### config.mk
export PLATFORM = sky130hd
export DESIGN_NAME = div_unit
export DESIGN_NICKNAME = d
export VERILOG_FILES = /design/src/rtl/div_unit_pkg.sv /design/src/rtl/div_step.sv /design/src/rtl/div_unit.sv
export SDC_FILE = /design/constraint.sdc
export NUM_CORES = 1
export LEC_CHECK = 0
export ABC_AREA = 1
export BUFFER_PORTS_ARGS = -buffer_cell sky130_fd_sc_hd__buf_2
export CAP_MARGIN = 10
export CORE_MARGIN = 2
export CORE_UTILIZATION = 45
export DETAILED_ROUTE_END_ITERATION = 8
export GPL_ROUTABILITY_DRIVEN = 0
export MAX_ROUTING_LAYER = met4
export SLEW_MARGIN = 20
export SYNTH_ARGS = -nofsm -noshare
export SYNTH_HDL_FRONTEND = slang
export SYNTH_SLANG_ARGS = --single-unit
### constraint.sdc
create_clock -name clk -period 4.6 [get_ports clk]
set_input_delay 0.92 -clock clk [delete_from_list [all_inputs] [get_ports clk]]
set_output_delay 0.92 -clock clk [all_outputs]
set_load 0.03 [all_outputs]
### src/rtl/div_unit_pkg.sv
// Shared types for the iterative RV32M divider: op encodings and FSM states.
package div_unit_pkg;

  typedef enum logic [1:0] {
    DivOpDiv  = 2'b00,
    DivOpDivu = 2'b01,
    DivOpRem  = 2'b10,
    DivOpRemu = 2'b11
  } div_op_e;

  typedef enum logic [1:0] {
    StIdle = 2'b00,
    StCalc = 2'b01,
    StFix  = 2'b10,
    StDone = 2'b11
  } div_state_e;

  function automatic logic op_is_signed(div_op_e op);
    return (op == DivOpDiv) || (op == DivOpRem);
  endfunction

  function automatic logic op_is_rem(div_op_e op);
    return (op == DivOpRem) || (op == DivOpRemu);
  endfunction

endpackage

### src/rtl/div_step.sv
// One radix-2 restoring division iteration, purely combinational.
module div_step #(
  parameter int unsigned XLEN = 32
) (
  input  logic [XLEN-1:0] rem_i,
  input  logic [XLEN-1:0] quot_i,
  input  logic [XLEN-1:0] divisor_i,
  output logic [XLEN-1:0] rem_o,
  output logic [XLEN-1:0] quot_o
);

  logic [XLEN:0] rem_sh;
  logic [XLEN:0] diff;
  logic          no_borrow;

  // Shifted remainder can exceed XLEN bits when the divisor has its MSB set.
  always_comb begin
    rem_sh    = {rem_i, quot_i[XLEN-1]};
    no_borrow = rem_sh >= {1'b0, divisor_i};
    diff      = rem_sh - {1'b0, divisor_i};
    rem_o     = no_borrow ? diff[XLEN-1:0] : rem_sh[XLEN-1:0];
    quot_o    = {quot_i[XLEN-2:0], no_borrow};
  end

endmodule

### src/rtl/div_unit.sv
// Iterative RV32M divider (DIV/DIVU/REM/REMU) with pipeline stall and flush handling.
// Define DIV_SPECIAL_BYPASS_EN to resolve divide-by-zero and signed overflow in one cycle.
module div_unit
  import div_unit_pkg::*;
#(
  parameter int unsigned XLEN = 32
) (
  input  logic            clk,
  input  logic            rst_n,
  input  logic            start_i,
  input  logic [1:0]      op_i,
  input  logic [XLEN-1:0] rs1_i,
  input  logic [XLEN-1:0] rs2_i,
  input  logic [4:0]      rd_addr_i,
  input  logic            flush_i,
  output logic            busy_o,
  output logic            done_o,
  output logic [XLEN-1:0] result_o,
  output logic [4:0]      rd_addr_o
);

  localparam int unsigned CntW = $clog2(XLEN) + 1;
  localparam logic [XLEN-1:0] MinNeg = {1'b1, {(XLEN-1){1'b0}}};

  div_state_e      state_q, state_d;
  div_op_e         op_q, op_d;
  logic [4:0]      rd_q, rd_d, rd_out_q, rd_out_d;
  logic [XLEN-1:0] rem_q, rem_d, quot_q, quot_d, divisor_q, divisor_d;
  logic [XLEN-1:0] rs1_q, rs1_d, result_q, result_d;
  logic [CntW-1:0] cnt_q, cnt_d;
  logic            q_neg_q, q_neg_d, r_neg_q, r_neg_d;
  logic            div0_q, div0_d, ovf_q, ovf_d;

  div_op_e         op_in;
  logic            in_signed, in_div0, in_ovf;
  logic [XLEN-1:0] rs1_abs, rs2_abs, step_rem, step_quot, q_fix, r_fix, fix_res;

  function automatic logic [XLEN-1:0] special_result(div_op_e op, logic [XLEN-1:0] dividend,
                                                     logic div0);
    if (div0) return op_is_rem(op) ? dividend : '1;
    return op_is_rem(op) ? '0 : MinNeg;
  endfunction

  assign op_in     = div_op_e'(op_i);
  assign in_signed = op_is_signed(op_in);
  assign in_div0   = (rs2_i == '0);
  assign in_ovf    = in_signed && (rs1_i == MinNeg) && (rs2_i == '1);
  assign rs1_abs   = (in_signed && rs1_i[XLEN-1]) ? -rs1_i : rs1_i;
  assign rs2_abs   = (in_signed && rs2_i[XLEN-1]) ? -rs2_i : rs2_i;

  div_step #(
    .XLEN(XLEN)
  ) u_div_step (
    .rem_i    (rem_q),
    .quot_i   (quot_q),
    .divisor_i(divisor_q),
    .rem_o    (step_rem),
    .quot_o   (step_quot)
  );

  always_comb begin
    q_fix   = q_neg_q ? -quot_q : quot_q;
    r_fix   = r_neg_q ? -rem_q : rem_q;
    fix_res = (div0_q || ovf_q) ? special_result(op_q, rs1_q, div0_q)
                                : (op_is_rem(op_q) ? r_fix : q_fix);
  end

  always_comb begin
    state_d   = state_q;
    op_d      = op_q;
    rd_d      = rd_q;
    rd_out_d  = rd_out_q;
    rem_d     = rem_q;
    quot_d    = quot_q;
    divisor_d = divisor_q;
    rs1_d     = rs1_q;
    result_d  = result_q;
    cnt_d     = cnt_q;
    q_neg_d   = q_neg_q;
    r_neg_d   = r_neg_q;
    div0_d    = div0_q;
    ovf_d     = ovf_q;

    unique case (state_q)
      StIdle: begin
        if (start_i) begin
          op_d      = op_in;
          rd_d      = rd_addr_i;
          rem_d     = '0;
          quot_d    = rs1_abs;
          divisor_d = rs2_abs;
          rs1_d     = rs1_i;
          cnt_d     = CntW'(XLEN);
          q_neg_d   = in_signed && (rs1_i[XLEN-1] ^ rs2_i[XLEN-1]);
          r_neg_d   = in_signed && rs1_i[XLEN-1];
          div0_d    = in_div0;
          ovf_d     = in_ovf;
`ifdef DIV_SPECIAL_BYPASS_EN
          if (in_div0 || in_ovf) begin
            result_d = special_result(op_in, rs1_i, in_div0);
            rd_out_d = rd_addr_i;
            state_d  = StDone;
          end else begin
            state_d = StCalc;
          end
`else
          state_d = StCalc;
`endif
        end
      end
      StCalc: begin
        rem_d  = step_rem;
        quot_d = step_quot;
        cnt_d  = cnt_q - 1'b1;
        if (cnt_q == CntW'(1)) state_d = StFix;
      end
      StFix: begin
        result_d = fix_res;
        rd_out_d = rd_q;
        state_d  = StDone;
      end
      StDone: state_d = StIdle;
      default: state_d = StIdle;
    endcase

    // A flushed op must leave no trace on the visible outputs.
    if (flush_i) begin
      state_d  = StIdle;
      result_d = result_q;
      rd_out_d = rd_out_q;
    end
  end

  always_ff @(posedge clk) begin
    if (!rst_n) begin
      state_q   <= StIdle;
      op_q      <= DivOpDiv;
      rd_q      <= '0;
      rd_out_q  <= '0;
      rem_q     <= '0;
      quot_q    <= '0;
      divisor_q <= '0;
      rs1_q     <= '0;
      result_q  <= '0;
      cnt_q     <= '0;
      q_neg_q   <= 1'b0;
      r_neg_q   <= 1'b0;
      div0_q    <= 1'b0;
      ovf_q     <= 1'b0;
    end else begin
      state_q   <= state_d;
      op_q      <= op_d;
      rd_q      <= rd_d;
      rd_out_q  <= rd_out_d;
      rem_q     <= rem_d;
      quot_q    <= quot_d;
      divisor_q <= divisor_d;
      rs1_q     <= rs1_d;
      result_q  <= result_d;
      cnt_q     <= cnt_d;
      q_neg_q   <= q_neg_d;
      r_neg_q   <= r_neg_d;
      div0_q    <= div0_d;
      ovf_q     <= ovf_d;
    end
  end

  assign busy_o    = !flush_i && ((state_q == StCalc) || (state_q == StFix) ||
                                  ((state_q == StIdle) && start_i));
  assign done_o    = (state_q == StDone) && !flush_i;
  assign result_o  = result_q;
  assign rd_addr_o = rd_out_q;

endmodule

==> metrics.md <==
| Metric | Value |
|---|---|
| Most frequent cells in the layout | `645 x nand2_1, 325 x inv_1, 248 x nor2_1` |
| Hold wc startpoint | `rs1_q[30]$_SDFFE_PN0P_` |
| RR Endpoint | `rem_q[30]$_SDFFE_PN0P_` |
| Status | `finished clean` |
| P per Cell Area | `296 mW/mm2` |
| Port Buffers | `about 110` |
| Fraction of layout instances using a drive strength above 1 | `a little under a tenth` |
| Core box area | `~0.031 mm2` |
| Wirelength per Cell | `~17 um` |
| Die area | `approximately 0.033 mm2` |
| Syn Area/Cell | `5.82 um2` |
| Max Freq | `352 MHz` |
| Area Overhead vs Synth | `9.70%` |
| Sequential area share after synthesis | `approximately 26%` |
| FP Rows | `65` |
| Antenna Violating Nets Remaining | `0` |
| Final core utilization | `between 40% and 50%` |
| Nets | `~2,600` |
| Setup TNS | `0 ns` |
| Hold path depth | `2` |
| Hpwl dp | `~38 mm` |
| CTS sink count | `~180` |
| R2R setup slack | `between 1.5 and 2 ns` |
| Synthesized area | `about 0.014 mm2` |
| Synth area leaders | `dfxtp_1 26%, nand2_1 17%, inv_1 8.6%` |
| Starting Density | `a little under half` |
| Synthesized flop and latch total | `183` |
| Synth Flop Type | `dfxtp_1` |
| Hold crit path type | `reg2reg` |
| Max Cap Viol | `0` |
| Largest family of logic cells by synthesized area | `simple AND/OR/NAND/NOR gates` |
| Endpoints failing hold | `0` |
| Critical path endpoint category | `flop` |
| Critical path class | `reg2reg` |
| Via count | `roughly 16,000` |
| Post-synthesis compound-gate area fraction | `between 10% and 20%` |
| Max FO, Critical Path | `33` |
| Final Cycle Share | `between 60% and 70%` |
| Hold worst-path end | `rs1_q[30]$_SDFFE_PN0P_` |
| Num CTS Buffers | `17` |
| Fin. max-slew vios | `0` |
| Synth Area in XOR/XNOR | `2.22%` |
| Largest net degree at the start of global routing | `approximately 100` |
| Root Buffer | `clkbuf_16` |
| Peak supply drop | `approximately 0.00027 V` |
| Drt total wl | `about 49 mm` |
| Tightest Pin Transition | `between 1 and 1.5 ns` |
| YS warnings | `0` |
| Post-CTS sizing | `0` |
| Simple-gate share of the synthesized area | `37.1%` |
| DR vias/cell | `roughly 5.5` |
| CTS tree | `yes` |
| Setup Buffers After CTS | `0` |
| Count of cell types in the netlist | `44` |
| Hold_buf cts | `0` |
| CTS Buffer Depth | `2` |
| RSZ-0062 raised after global routing | `false` |
| Reg2Reg Depth | `15` |
| Clock Skew | `around 0.013 ns` |
| Post-Syn Nets | `approximately 2,600` |
| Post-synth top area cell | `dfxtp_1` |
| WP data arrival | `approximately 3.2 ns` |
| DR pass1 iterations | `5` |
| Minimum clock period | `roughly 2.8 ns` |
| Clock-pin slew on the worst setup and hold paths | `roughly 0.070 ns` |
| Die Width | `182 um` |
| DR iter-0 viols | `~1,400` |
| Later-pin clock latency in the skew report | `~0.47 ns` |
| Initial antenna violation count | `2` |
| Lkg Pwr | `7.76 nW` |
| Global-route wire length before repair | `77.6 mm` |
| Post-synthesis async set-or-reset flop share | `0%` |
| Max_slew headroom | `~30%` |
| Yosys top cell area share | `25.8%` |
| Die Span Y | `between 150 and 200 um` |
| Cells after Synth | `2,441` |
| GRT overflow | `0` |
| Htree depth | `4` |
| Vias in the first global route | `14,200` |
| Most common cell after layout, fill and taps aside | `nand2_1` |
| Reg-to-reg critical path startpoint | `rem_q[6]$_SDFFE_PN0P_` |
| DRC | `0` |
| WP data required | `about 5.0 ns` |
| CP startpoint kind | `flop` |
| EDFF count, synth | `0` |
| GRT Util Overall | `30.5%` |
| Setup violators final | `0` |
| Multiplexer share of the synthesized area | `0%` |
| Ports | `about 110` |
| Post-Synth Adder-Cell Area | `a little under 4%` |
power breakdown:
group,internal (mW),switching [mW]
clock network,0.783,0.760
logic,0.384,0.902
registers,1.70,0.0879
metrics by stage:
stage / area (um2) / cells / power [mW] / worst slack, ns / hold slack [ns]
finish: 15600 / 2905 / 4.62 / 1.76 / 0.458
global placement: 15000 / 2872 / 3.07 / 1.59 / 0.441
detailed placement: 15000 / 2872 / 3.08 / 1.56 / 0.449
global route: 15600 / 2905 / 4.85 / 1.53 / 0.486
floorplan: 14200 / 2441 / 2.68 / 1.69 / 0.429
CTS: 15600 / 2904 / 4.62 / 1.81 / 0.461
Yosys cell counts (all sizes together) (9+ instances only):
cell type / n
xor2: 19
dfxtp: 183
nand3: 216
nand2: 660
o211ai: 21
ha: 43
nor4: 9
buf: 35
nand4: 36
nor3: 37
nor2: 262
a31oi: 15
clkbuf: 69
inv: 333
o21ai: 204
xnor2: 17
a21oi: 233
sequential cells by signal (all words and copies together) (netlist names), 2 cells and up:
register and flops:
divisor_q 32, quot_q 32, rd_addr_o 5, result_o 32
state_q 2, rd_q 5, cnt_q 6, rem_q 32
rs1_q 32
metal layers:
metal	part of all wire [%]	wire length [um]	track usage (%)
met5	0	0	-
met2	44	21500	46.5
met3	6.9	3420	3.85
met1	48	23600	43.3
met4	1.4	706	6.57
worst max-delay path by stage:
stage / start / to / slack [ns] / cells past startpoint
finish: rem_q[6]$_SDFFE_PN0P_ / rem_q[30]$_SDFFE_PN0P_ / 1.76 / 15
global route: rem_q[6]$_SDFFE_PN0P_ / rem_q[17]$_SDFFE_PN0P_ / 1.53 / 15
CTS: rem_q[6]$_SDFFE_PN0P_ / rem_q[30]$_SDFFE_PN0P_ / 1.81 / 15
detailed placement: op_i[0] / quot_q[29]$_SDFFE_PN0P_ / 1.56 / 9
global placement: op_i[0] / quot_q[29]$_SDFFE_PN0P_ / 1.59 / 9
floorplan: start_i / busy_o / 1.69 / 4
area by class of cell:
cell class              instances  area, um2
fillers                      3349      15700
multi-input cells            1817       8820
flip-flops and latches        183       3660
inverters                     337       1260
repair buffers                133        728
well taps                     402        503
clock buffers                  18        429
clock inverters                14        175
diodes                          1       2.50
kinds of logic after synthesis:
group                      after synthesis
and+or+nand+nor                       1240
xor gates and xnor gates                36
AOI/OAI and AO/OA                      497
buffers and inverters                  441
DFF                                    183
adders and majority gates               44
critical path, cell delays in order (launching register included):
cell and delay [ns]:
dfxtp_1 0.50, ha_1 0.33, nand2_1 0.16, inv_1 0.06, nand2_1 0.06, nand2_1 0.08
inv_2 0.06, nand3_2 0.14, nand2_2 0.11, nand2_2 0.06, nand2_2 0.05, buf_4 0.34
nand2_4 0.31, nand3_1 0.25, nand2_1 0.09, a21oi_2 0.11
No activity file was read; power rests on OpenSTA's default activity.
